## src/rtl/aes_round_ctrl.sv

```systemverilog
// Round sequencer for the AES-256 round register/round-logic pair.
// Takes one block at a time, runs NUM_ROUNDS internal writes, then holds the result until it is taken.
module aes_round_ctrl #(
   parameter int NUM_ROUNDS = 14,
   parameter int DATA_W     = 128,
   parameter int KIDX_W     = 4
) (
   input  logic              inClk,
   input  logic              inRstN,
   input  logic              inBlkValid,
   output logic              outBlkReady,
   input  logic [DATA_W-1:0] inBlkData,
   input  logic              inAbort,
   output logic              outRegExtWr,
   output logic [DATA_W-1:0] outRegExtData,
   output logic              outRegIntWr,
   input  logic [DATA_W-1:0] inRegData,
   output logic [KIDX_W-1:0] outKeyIdx,
   output logic              outLastRound,
   output logic              outResValid,
   input  logic              inResReady,
   output logic [DATA_W-1:0] outResData,
   output logic              outBusy
);

   localparam logic [1:0] ST_IDLE  = 2'b00;
   localparam logic [1:0] ST_ROUND = 2'b01;
   localparam logic [1:0] ST_DONE  = 2'b10;

   localparam logic [KIDX_W-1:0] RND_LAST = KIDX_W'(NUM_ROUNDS);
   localparam logic [KIDX_W-1:0] RND_ONE  = KIDX_W'(1);
   localparam logic [KIDX_W-1:0] RND_ZERO = KIDX_W'(0);

   logic [1:0]        state_r;
   logic [1:0]        state_nxt_s;
   logic [KIDX_W-1:0] rnd_r;
   logic [KIDX_W-1:0] rnd_nxt_s;

   logic              blk_ready_s;
   logic              ext_wr_s;
   logic [DATA_W-1:0] ext_data_s;
   logic              int_wr_s;
   logic [KIDX_W-1:0] key_idx_s;
   logic              last_round_s;
   logic              res_valid_s;
   logic [DATA_W-1:0] res_data_s;
   logic              busy_s;

   // State and round-counter register
   always_ff @(posedge inClk or negedge inRstN) begin
      if (!inRstN) begin
         state_r <= ST_IDLE;
         rnd_r   <= RND_ZERO;
      end else begin
         state_r <= state_nxt_s;
         rnd_r   <= rnd_nxt_s;
      end
   end

   // Next-state and next-round logic; abort outranks every other transition
   always_comb begin
      state_nxt_s = state_r;
      rnd_nxt_s   = rnd_r;
      case (state_r)
         ST_IDLE: begin
            if (inBlkValid && !inAbort) begin
               state_nxt_s = ST_ROUND;
               rnd_nxt_s   = RND_ONE;
            end else begin
               state_nxt_s = ST_IDLE;
               rnd_nxt_s   = RND_ZERO;
            end
         end
         ST_ROUND: begin
            if (inAbort) begin
               state_nxt_s = ST_IDLE;
               rnd_nxt_s   = RND_ZERO;
            end else if (rnd_r >= RND_LAST) begin
               // Saturating compare keeps the counter from ever passing the last round
               state_nxt_s = ST_DONE;
               rnd_nxt_s   = RND_ZERO;
            end else begin
               state_nxt_s = ST_ROUND;
               rnd_nxt_s   = rnd_r + RND_ONE;
            end
         end
         ST_DONE: begin
            if (inAbort || inResReady) begin
               state_nxt_s = ST_IDLE;
               rnd_nxt_s   = RND_ZERO;
            end else begin
               state_nxt_s = ST_DONE;
               rnd_nxt_s   = RND_ZERO;
            end
         end
         default: begin
            state_nxt_s = ST_IDLE;
            rnd_nxt_s   = RND_ZERO;
         end
      endcase
   end

   // Per-state output decode, before reset gating
   always_comb begin
      blk_ready_s  = 1'b0;
      ext_wr_s     = 1'b0;
      ext_data_s   = '0;
      int_wr_s     = 1'b0;
      key_idx_s    = RND_ZERO;
      last_round_s = 1'b0;
      res_valid_s  = 1'b0;
      res_data_s   = '0;
      busy_s       = 1'b0;
      case (state_r)
         ST_IDLE: begin
            blk_ready_s = !inAbort;
            ext_wr_s    = inBlkValid;
            ext_data_s  = inBlkData;
         end
         ST_ROUND: begin
            int_wr_s     = 1'b1;
            key_idx_s    = rnd_r;
            last_round_s = (rnd_r == RND_LAST);
            busy_s       = 1'b1;
         end
         ST_DONE: begin
            res_valid_s = 1'b1;
            res_data_s  = inRegData;
            busy_s      = 1'b1;
         end
         default: begin
            blk_ready_s = 1'b0;
         end
      endcase
   end

   // Every output is forced low while reset is asserted, independent of the clock
   always_comb begin
      if (inRstN) begin
         outBlkReady   = blk_ready_s;
         outRegExtWr   = ext_wr_s;
         outRegExtData = ext_data_s;
         outRegIntWr   = int_wr_s;
         outKeyIdx     = key_idx_s;
         outLastRound  = last_round_s;
         outResValid   = res_valid_s;
         outResData    = res_data_s;
         outBusy       = busy_s;
      end else begin
         outBlkReady   = 1'b0;
         outRegExtWr   = 1'b0;
         outRegExtData = '0;
         outRegIntWr   = 1'b0;
         outKeyIdx     = RND_ZERO;
         outLastRound  = 1'b0;
         outResValid   = 1'b0;
         outResData    = '0;
         outBusy       = 1'b0;
      end
   end

endmodule

```

## config.mk

```make
export PLATFORM = sky130hd
export DESIGN_NAME = aes_round_ctrl
export DESIGN_NICKNAME = d
export VERILOG_FILES = /design/src/rtl/aes_round_ctrl.sv
export SDC_FILE = /design/constraint.sdc
export NUM_CORES = 1
export LEC_CHECK = 0
export ABC_AREA = 1
export BUFFER_PORTS_ARGS = -buffer_cell sky130_fd_sc_hd__buf_2
export CAP_MARGIN = 30
export CORE_AREA = 4 4 203 205
export DETAILED_ROUTE_END_ITERATION = 10
export DIE_AREA = 0 0 207 209
export PLACE_DENSITY = 0.41
export SETUP_SLACK_MARGIN = 0.15
export SLEW_MARGIN = 5
export SYNTH_ARGS = -nofsm -noshare
export SYNTH_HDL_FRONTEND = slang
export SYNTH_SLANG_ARGS = --single-unit
```

## constraint.sdc

```tcl
create_clock -name inClk -period 1.73 [get_ports inClk]
set_input_delay 0.2595 -clock inClk [delete_from_list [all_inputs] [get_ports inClk]]
set_output_delay 0.2595 -clock inClk [all_outputs]
set_load 0.02 [all_outputs]
```

==> results.cfg, run 1 <==
[run_status]
status = complete, but fails checks
violations = negative setup slack

[detailed_routing]
drt_iter0_markers = 186
dr.pass1.iters = 4
wl_per_cell_um = 11.5
num_vias = 5125
antenna_left = 0
drc = 0
wl_mm = 19.2
routed_via_density = 3.07

[layout]
fillers = 4464
final_layout_size_suffix_gt1_share_pct = 59.2
seqCellArea_um2 = 150
multiInputGateArea_um2 = 1760
design_area_um2 = 7600
finalNonFillerCells = 1667
final_nets = 1411
diodes = 0
syn2layout_area_growth_pct = 193

[sta]
period_share_pct = 110
fin_tns_setup_ns = -15.79
relSlewSlack_pct = 83.8
worst_slack_ns = -0.177
finalMaxSlewViolations = 0
grt_setup_unrepaired = true
worst_pin_slew_ns = 0.243
setup-violations-final = 242
fin_worst_skew_ns = 0.000387
finalHoldViolCount = 0
fin_crit_ns = 1.91
fmax_mhz = 525

[critical_path]
worst-path-max-fanout = 8
worstPathArrival_ns = 1.65
startpoint_type = flop
required_ns = 1.47
endpoint_kind = primary output
worstSetupPathType = reg -> out

[power_and_ir_drop]
clkPwrFrac_pct = 20.0
switchingPower_uw = 845
p_leak_nw = 5.00
power.total_mw = 1.85
power_frac_seq_pct = 8.3
swShare_pct = 45.6
p_per_area_nw_per_um2 = 244
p_int_mw = 1.01
vdd_drop_max_v = 0.000210
combPwrFrac_pct = 71.8

[logic_synthesis]
synth_seq_area_share_pct = 5.78
ys_types = 15
synth_top_area_cell = inv_1
synth_top_area_share_pct = 39.2
synthMuxAreaShare_pct = 0
yosys.area_share.simple_pct = 41.0
ys_warn_count = 0
ys_ff_latch = 6
postSynthAreaPerCell_um2 = 4.36
syn_area_um2 = 2600
synthAdderAreaFrac_pct = 2.89
synthCells = 596
synth-compound-area-share_pct = 0.578
synth_top_cells_by_area = inv_1 39%, nor2_1 38%, buf_6 8.7%
synth_top_family_by_area = buffers and inverters
synth_nets = 863
synth_xor_area_share_pct = 0.337

[global_routing]
grt_pass1_vias = 4799
grt_pass1_wl_mm = 25.5
overflow = 0
antenna_found_initial = 0
track_usage_pct = 7.15
grt_max_degree = 25

[floorplan]
rows = 73
die_area_um2 = 43300
initial_core_util_pct = 6.58
die-height_um = 209
io_pins = 527
die_x_um = 207
core_area_um2 = 39500

[cts]
clock_sinks = 6
clock_path_buffers = 2
cts_tree = yes
clk-insertion-delay-late_ns = 0.22
clk_pin_slew_ns = 0.03
htree_levels = 1
root_buffer = clkbuf_16
cts_buffers = 3

[placed_design]
dp_cells = 1654
post_dp_cell_area_um2 = 5950
io_buffers = 526
dp_hpwl_mm = 15.2
routabilityCongestion = 0.968

[flow_run]
drv_cap = 0

[hold_path]
worst_hold_path_type = in -> async
==> synthesized netlist by cell type, drive strengths merged <==
library cell / n
a21oi: 3
buf: 24
clkbuf: 4
dfrtp: 6
ha: 6
inv: 271
nand2: 10
nand3: 3
nand4: 1
nor2: 265
nor3: 1
or2: 1
xnor2: 1
==> cell usage in the layout (no fill, tap or decap), types with 2 or more instances in the layout <==
| cell | instances |
|---|---|
| buf_16 | 3 |
| buf_4 | 99 |
| nand2_8 | 2 |
| nor2_1 | 171 |
| ha_1 | 3 |
| buf_2 | 363 |
| nor2_2 | 35 |
| ha_4 | 2 |
| buf_6 | 94 |
| clkbuf_16 | 8 |
| dfrtp_1 | 6 |
| buf_12 | 3 |
| buf_8 | 3 |
| nand3_1 | 3 |
| a21oi_1 | 3 |
| inv_1 | 270 |
| nor2_4 | 59 |
| nand2_1 | 7 |
==> power by group through the flow <==
stage	clock [mW]	combinational (mW)	sequential, mW
2_1_floorplan	0	0.597	0.154
3_3_place_gp	0	1.18	0.154
3_5_place_dp	0	1.18	0.155
4_1_cts	0.375	1.26	0.153
5_1_grt	0.392	1.44	0.154
6_report	0.370	1.33	0.153
==> sequential cells by signal, indices dropped and copies added (netlist names) <==
name     cells
state_r      2
rnd_r        4
==> path summary, 6_finish.rpt <==
kind	from	end	slack [ns]	cells past startpoint
worst min register to register	rnd_r[3]	rnd_r[3]	0.55	2
max in group asynchronous	inRstN	state_r[0]	1.05	2
worst min-delay path	inRstN	rnd_r[0]	0.14	2
min in group inClk	inResReady	state_r[1]	0.30	4
worst max register to register	state_r[0]	state_r[1]	0.40	5
worst max-delay path	state_r[0]	outResData[36]	-0.18	7
==> layer usage <==
metal / vias to the layer above / wire length (um) / share of wire, % / global-route usage, %
li1: 2599 / - / - / -
met2: 291 / 10500 / 55 / 14.2
met5: - / 0 / 0 / 0
met4: 0 / 588 / 3.1 / 2.07
met1: 2211 / 6750 / 35 / 7.64
met3: 24 / 1370 / 7.1 / 1.31
==> through the flow <==
step	setup slack [ns]	hold slack, ns	util [%]
6_report	-0.177	0.142	19.3
3_3_place_gp	0.0485	0.108	15.1
4_1_cts	-0.116	0.145	17.1
5_1_grt	-0.238	0.156	19.3
2_1_floorplan	0.172	-0.0361	-
3_5_place_dp	0.0457	0.109	15.1
==> what timing repair did <==
item	in CTS	in global routing
cloned	2	6
setup endpoints to repair	265	265
pin swaps	2	1
setup buffers	1	0
resized for setup	219	209
hold buffers	1	0
hold endpoints to repair	2	0
==> worst max-delay path: stages (launching register included) <==
cell	delay [ns]
dfrtp_1	0.38
inv_2	0.10
ha_4	0.17
nand2_8	0.11
buf_12	0.19
clkbuf_16	0.17
nor2_2	0.11
buf_4	0.16
==> final cells by class <==
type / instances / share of cell area, %
repair buffers: 571 / 51.8
clock buffers: 3 / 0.987
well taps: 525 / 8.64
multi-input cells: 291 / 23.2
flip-flops and latches: 6 / 1.97
inverters: 271 / 13.4
==> logic make-up (layout without fill, tap and decap cells) <==
| kind of cell | Yosys count | in the layout |
|---|---|---|
| fa+ha+maj | 6 | 6 |
| simple gates | 281 | 281 |
| xor+xnor | 1 | 1 |
| buf+inv | 299 | 845 |
| compound gates | 3 | 3 |
| flops | 6 | 6 |
(Power assumes the default switching activity.)
==> run 2: changes to the inputs <==
CELL_PAD_IN_SITES_DETAIL_PLACEMENT = 0   (was default)
CELL_PAD_IN_SITES_GLOBAL_PLACEMENT = 1   (was default)
PLACE_DENSITY = 0.61   (was 0.41)
==> results.cfg, run 2 (same netlist as run 1, synthesis figures left out) <==
[run_status]
status = complete, but fails checks
violations = negative setup slack

[critical_path]
endpoint_kind = primary output
slowest_delay_ns = 0.38
worst-path-max-fanout = 14
startpoint_type = flop
worstPathArrival_ns = 1.61
worstSetupPathType = reg -> out
worstPathCellList = inv_2 -> ha_4 -> nand2_4 -> buf_12 -> buf_12 -> buf_12 -> nor2_1 -> buf_4
cpMostUsedCell = buf_12
required_ns = 1.47
crit_slowest_cell = dfrtp_1

[cts]
clock_sinks = 6
cts_buffers = 3
cts_tree = yes
root_buffer = clkbuf_16
clk-insertion-delay-late_ns = 0.23
clk_pin_slew_ns = 0.03
htree_levels = 1
clock_path_buffers = 2

[hold_path]
worst_hold_path_type = in -> async

[detailed_routing]
drc = 0
wl_mm = 18.3
antenna_left = 0
wl_per_cell_um = 11.0
routed_via_density = 3.02
drt_iter0_markers = 140
num_vias = 5007
dr.pass1.iters = 4

[layout]
diodes = 0
reg_top3 = rnd_r: 4 flops, state_r: 2 flops
largest_reg_flops = 4
top_register = rnd_r
finalNonFillerCells = 1660
layout_common_cells = 409 x buf_2, 269 x inv_1, 204 x nor2_1
fillers = 4553
syn2layout_area_growth_pct = 176
final_layout_size_suffix_gt1_share_pct = 56.1
final_common_cell = buf_2
final_nets = 1404

[sta]
fin_worst_skew_ns = 0.00245
fin_tns_setup_ns = -14.03
period_share_pct = 108
relSlewSlack_pct = 86.6
finalMaxSlewViolations = 0
worst_slack_ns = -0.141
finalHoldViolCount = 0
setup-violations-final = 247
worst_pin_slew_ns = 0.200
fmax_mhz = 535
fin_crit_ns = 1.87
grt_setup_unrepaired = true

[flow_run]
drv_cap = 0

[placed_design]
io_buffers = 526
routabilityCongestion = 0.878
dp_cells = 1637
dp_hpwl_mm = 14.8

[power_and_ir_drop]
p_int_uw = 970
combPwrFrac_pct = 70.5
p_per_area_nw_per_um2 = 249
p_leak_nw = 5.01
swShare_pct = 45.7
vdd_drop_max_v = 0.000246
clkPwrFrac_pct = 20.9
power_frac_seq_pct = 8.6
switchingPower_uw = 817

[global_routing]
grt_pass1_vias = 5072
track_usage_pct = 7.29
grt_pass1_wl_mm = 26.3
antenna_found_initial = 1
overflow = 0
grt_max_degree = 44

[floorplan]
core_area_um2 = 39500
die-height_um = 209
die_x_um = 207
rows = 73
io_pins = 527
die_area_um2 = 43300
initial_core_util_pct = 6.58
-- run 2: routing by layer --
| metal | wire (um) | up-vias | GRT usage [%] |
|---|---|---|---|
| met5 | 13 | - | 0 |
| met4 | 370 | 2 | 1.35 |
| met3 | 1350 | 20 | 1.50 |
| met2 | 10200 | 279 | 15.1 |
| met1 | 6330 | 2119 | 7.47 |
| li1 | - | 2587 | - |
-- run 2: critical path, delay by kind of cell (launching register included) --
| kind | cells | cell delay [ns] |
|---|---|---|
| fa+ha+maj | 1 | 0.14 |
| buf+inv | 5 | 0.67 |
| flops | 1 | 0.38 |
| simple gates | 2 | 0.17 |
-- run 2: cell type report --
type / count / area (um^2) / area share, %
Timing Repair Buffer: 564 / 3770 / 52.6
Multi-Input combinational cell: 291 / 1500 / 20.9
Inverter: 271 / 1020 / 14.2
Tap cell: 525 / 657 / 9.17
Sequential cell: 6 / 150 / 2.10
Clock buffer: 3 / 75.1 / 1.05
-- run 2: path summary, 6_finish.rpt --
| check | from | to | slack, ns | depth (start not counted) |
|---|---|---|---|---|
| hold reg to reg | rnd_r[3] | rnd_r[3] | 0.54 | 2 |
| min in group inClk | inResReady | state_r[1] | 0.31 | 4 |
| max in group asynchronous | inRstN | rnd_r[3] | 1.08 | 2 |
| setup reg to reg | state_r[0] | state_r[0] | 0.34 | 8 |
| hold / removal | inRstN | state_r[0] | 0.10 | 2 |
| setup / recovery | state_r[0] | outResData[18] | -0.14 | 8 |
-- run 2: what timing repair did --
action	CTS	global route
setup buffers	10	1
cloned	6	2
setup endpoints to repair	265	265
hold buffers	1	0
endpoints found under the hold margin	2	0
pin swaps	3	1
gates resized for setup	235	64
-- run 2: power by group through the flow --
stage                     registers (mW)  clock network [mW]  logic (mW)
after floorplan                    0.154                   0       0.597
after global placement             0.154                   0        1.15
after detailed placement           0.154                   0        1.15
after CTS                          0.153               0.382        1.24
after global routing               0.154               0.388        1.38
final                              0.153               0.374        1.26
-- run 2: metrics by stage --
stage / total power [mW] / hold slack, ns / util, % / area (um^2) / worst slack (ns)
2_1_floorplan: 0.751 / -0.0361 / - / 2600 / 0.172
3_3_place_gp: 1.31 / 0.104 / 14.7 / 5800 / 0.0418
3_5_place_dp: 1.30 / 0.110 / 14.7 / 5800 / 0.0255
4_1_cts: 1.77 / 0.0680 / 17.4 / 6880 / -0.107
5_1_grt: 1.92 / 0.121 / 18.2 / 7160 / -0.189
6_report: 1.79 / 0.103 / 18.2 / 7160 / -0.141
==> run 3: changes to the inputs <==
ABC_AREA = default   (was 1)
CORE_AREA = 4 4 202 204   (was 4 4 203 205)
CTS_BUF_LIST = sky130_fd_sc_hd__clkbuf_16   (was default)
DIE_AREA = 0 0 206 208   (was 0 0 207 209)
PLACE_DENSITY = 0.57   (was 0.61)
==> results.cfg, run 3 <==
[placed_design]
dp_hpwl_mm = 16.0
dp_slack_ns = 0.0449
routabilityCongestion = 0.870
io_buffers = 526

[floorplan]
die_x_um = 206
die_area_um2 = 42800
core_area_um2 = 39300
die-height_um = 208
initial_core_util_pct = 5.83
rows = 73
io_pins = 527

[logic_synthesis]
synthAdderAreaFrac_pct = 3.28
synth_xor_area_share_pct = 0.382
synth_nets = 620
syn_area_um2 = 2290
synth.most_common_cell = and3_1
synth-compound-area-share_pct = 1.97
synthCells = 353
ys_ff_latch = 6
ys_async_sr_fraction_pct = 100
postSynthAreaPerCell_um2 = 6.49
synth_edf_count = 0
ys_warn_count = 0
synth_top_area_share_pct = 70.7
synth_seq_area_share_pct = 6.55
ys_types = 24
yosys.area_share.simple_pct = 75.1
yosys-top-cells-count = 259 x and3_1, 30 x buf_2, 20 x clkbuf_2
synth_top_family_by_area = simple AND/OR/NAND/NOR gates
synthMuxAreaShare_pct = 0
yosys_most_used_dff = dfrtp_1
synth_top_area_cell = and3_1
synth_top_cells_by_area = and3_1 71%, buf_2 6.6%, dfrtp_1 6.6%

[critical_path]
cp.buffers_inverters = 4
crit_slowest_cell = dfrtp_2
cp_top_family = buffers and inverters
worstPathArrival_ns = 1.59
startpoint_type = flop
cpMostUsedCell = buf_12
worst-path-max-fanout = 12
required_ns = 1.47
worstSetupPathType = reg -> out
worstPathCellList = ha_4 -> buf_12 -> buf_12 -> buf_16 -> and3_1 -> buf_6
slowest_delay_ns = 0.43
endpoint_kind = primary output

[sta]
fin_tns_setup_ns = -12.70
period_share_pct = 107
worst_pin_slew_ns = 0.274
setup-violations-final = 229
finalHoldViolCount = 0
fin_worst_skew_ns = 0.00108
finalMaxSlewViolations = 0
fin_crit_ns = 1.85
fmax_mhz = 541
grt_setup_unrepaired = true
relSlewSlack_pct = 81.7
worst_slack_ns = -0.118

[global_routing]
grt_pass1_wl_mm = 27.7
grt_max_degree = 60
track_usage_pct = 8.18
grt_pass1_vias = 4713
antenna_found_initial = 2
overflow = 0

[cts]
root_buffer = clkbuf_16
clk-insertion-delay-late_ns = 0.23
htree_levels = 1
clock_sinks = 6
cts_tree = yes
clock_path_buffers = 2
clk_pin_slew_ns = 0.03
cts.hold.buffers_added = 0
cts_buffers = 3

[detailed_routing]
drc = 0
wl_per_cell_um = 16.1
top_layer_used = met4
wl_met1_mm = 8.86
antenna_left = 0
num_vias = 4911
dr.pass1.iters = 5
met2_wirelength_mm = 11.3
dr_wl_met3_mm = 2.02
routed_via_density = 3.52
wl_mm = 22.4
drt_iter0_markers = 199

[layout]
top_register = rnd_r
reg_top3 = rnd_r: 4 flops, state_r: 2 flops
syn2layout_area_growth_pct = 236
largest_reg_flops = 4
utilization_pct = 19.6
final_common_cell = buf_2
final_layout_size_suffix_gt1_share_pct = 77.4
final_nets = 1140
layout_common_cells = 306 x buf_2, 171 x and3_1, 144 x buf_6

[flow_run]
drv_cap = 0

[power_and_ir_drop]
p_leak_nw = 4.56
p_per_area_nw_per_um2 = 296
vdd_drop_max_v = 0.000423

[run_status]
violations = negative setup slack
status = complete, but fails checks

[hold_path]
worst_hold_path_type = in -> async
run 3: cell types whose count changed in the layout (fill, tap and decap cells not counted), moves of 38 or more:
cell and delta:
nor2_1 -202, buf_6 +82, and3_4 +88, buf_2 -103, inv_1 -268, and3_1 +171, nor2_2 -38
run 3: logic make-up after synthesis:
family,after synthesis
adders and majority gates,6
DFF,6
buffers and inverters,60
and+or+nand+nor,275
AOI/OAI and AO/OA,5
xor gates and xnor gates,1
run 3: metal layers:
layer / vias to the layer above / global-route usage [%]
met3: 12 / 2.10
met1: 2299 / 9.54
li1: 2340 / -
met5: - / 0
met2: 260 / 15.3
met4: 0 / 1.10
run 3: area by class of cell:
cell class	count	area, um^2
Fill cell	4374	31600
Timing Repair Buffer	572	4490
Multi-Input combinational cell	287	2320
Tap cell	525	657
Sequential cell	6	151
Clock buffer	3	75.1
Inverter	3	11.3
Antenna cell	1	2.50
run 3: power breakdown:
part           internal (mW)  switching [mW]
clock                  0.296          0.0739
combinational          0.930           0.829
sequential             0.148         0.00689
total                   1.37           0.910
run 3: worst paths after layout:
| path | start | end | slack, ns | depth (start not counted) |
|---|---|---|---|---|
| max | state_r[1] | outResData[74] | -0.12 | 6 |
| min | inRstN | state_r[0] | 0.04 | 2 |
| max reg2reg | state_r[1] | state_r[1] | 0.26 | 6 |
| min reg2reg | rnd_r[0] | rnd_r[0] | 0.56 | 1 |
| max in group asynchronous | inRstN | state_r[1] | 1.50 | 2 |
| min in group inClk | inResReady | state_r[1] | 0.37 | 3 |
run 3: repair_timing:
action | in CTS | in global routing
gates resized for setup | 229 | 257
hold endpoints to repair | 0 | 0
endpoints found under the setup margin | 265 | 266
gates cloned | 5 | 8
pin swaps | 8 | 44
setup buffers | 6 | 1
run 3: metrics by stage:
stage          hold slack (ns)  total power [mW]  area (um^2)  instances
4_1_cts                 0.0461              1.97         6610       1387
6_report                0.0407              2.28         7710       1397
3_3_place_gp             0.275              1.34         5600       1373
3_5_place_dp             0.283              1.34         5600       1373
2_1_floorplan          -0.0361             0.732         2290        353
5_1_grt                 0.0655              2.41         7710       1397
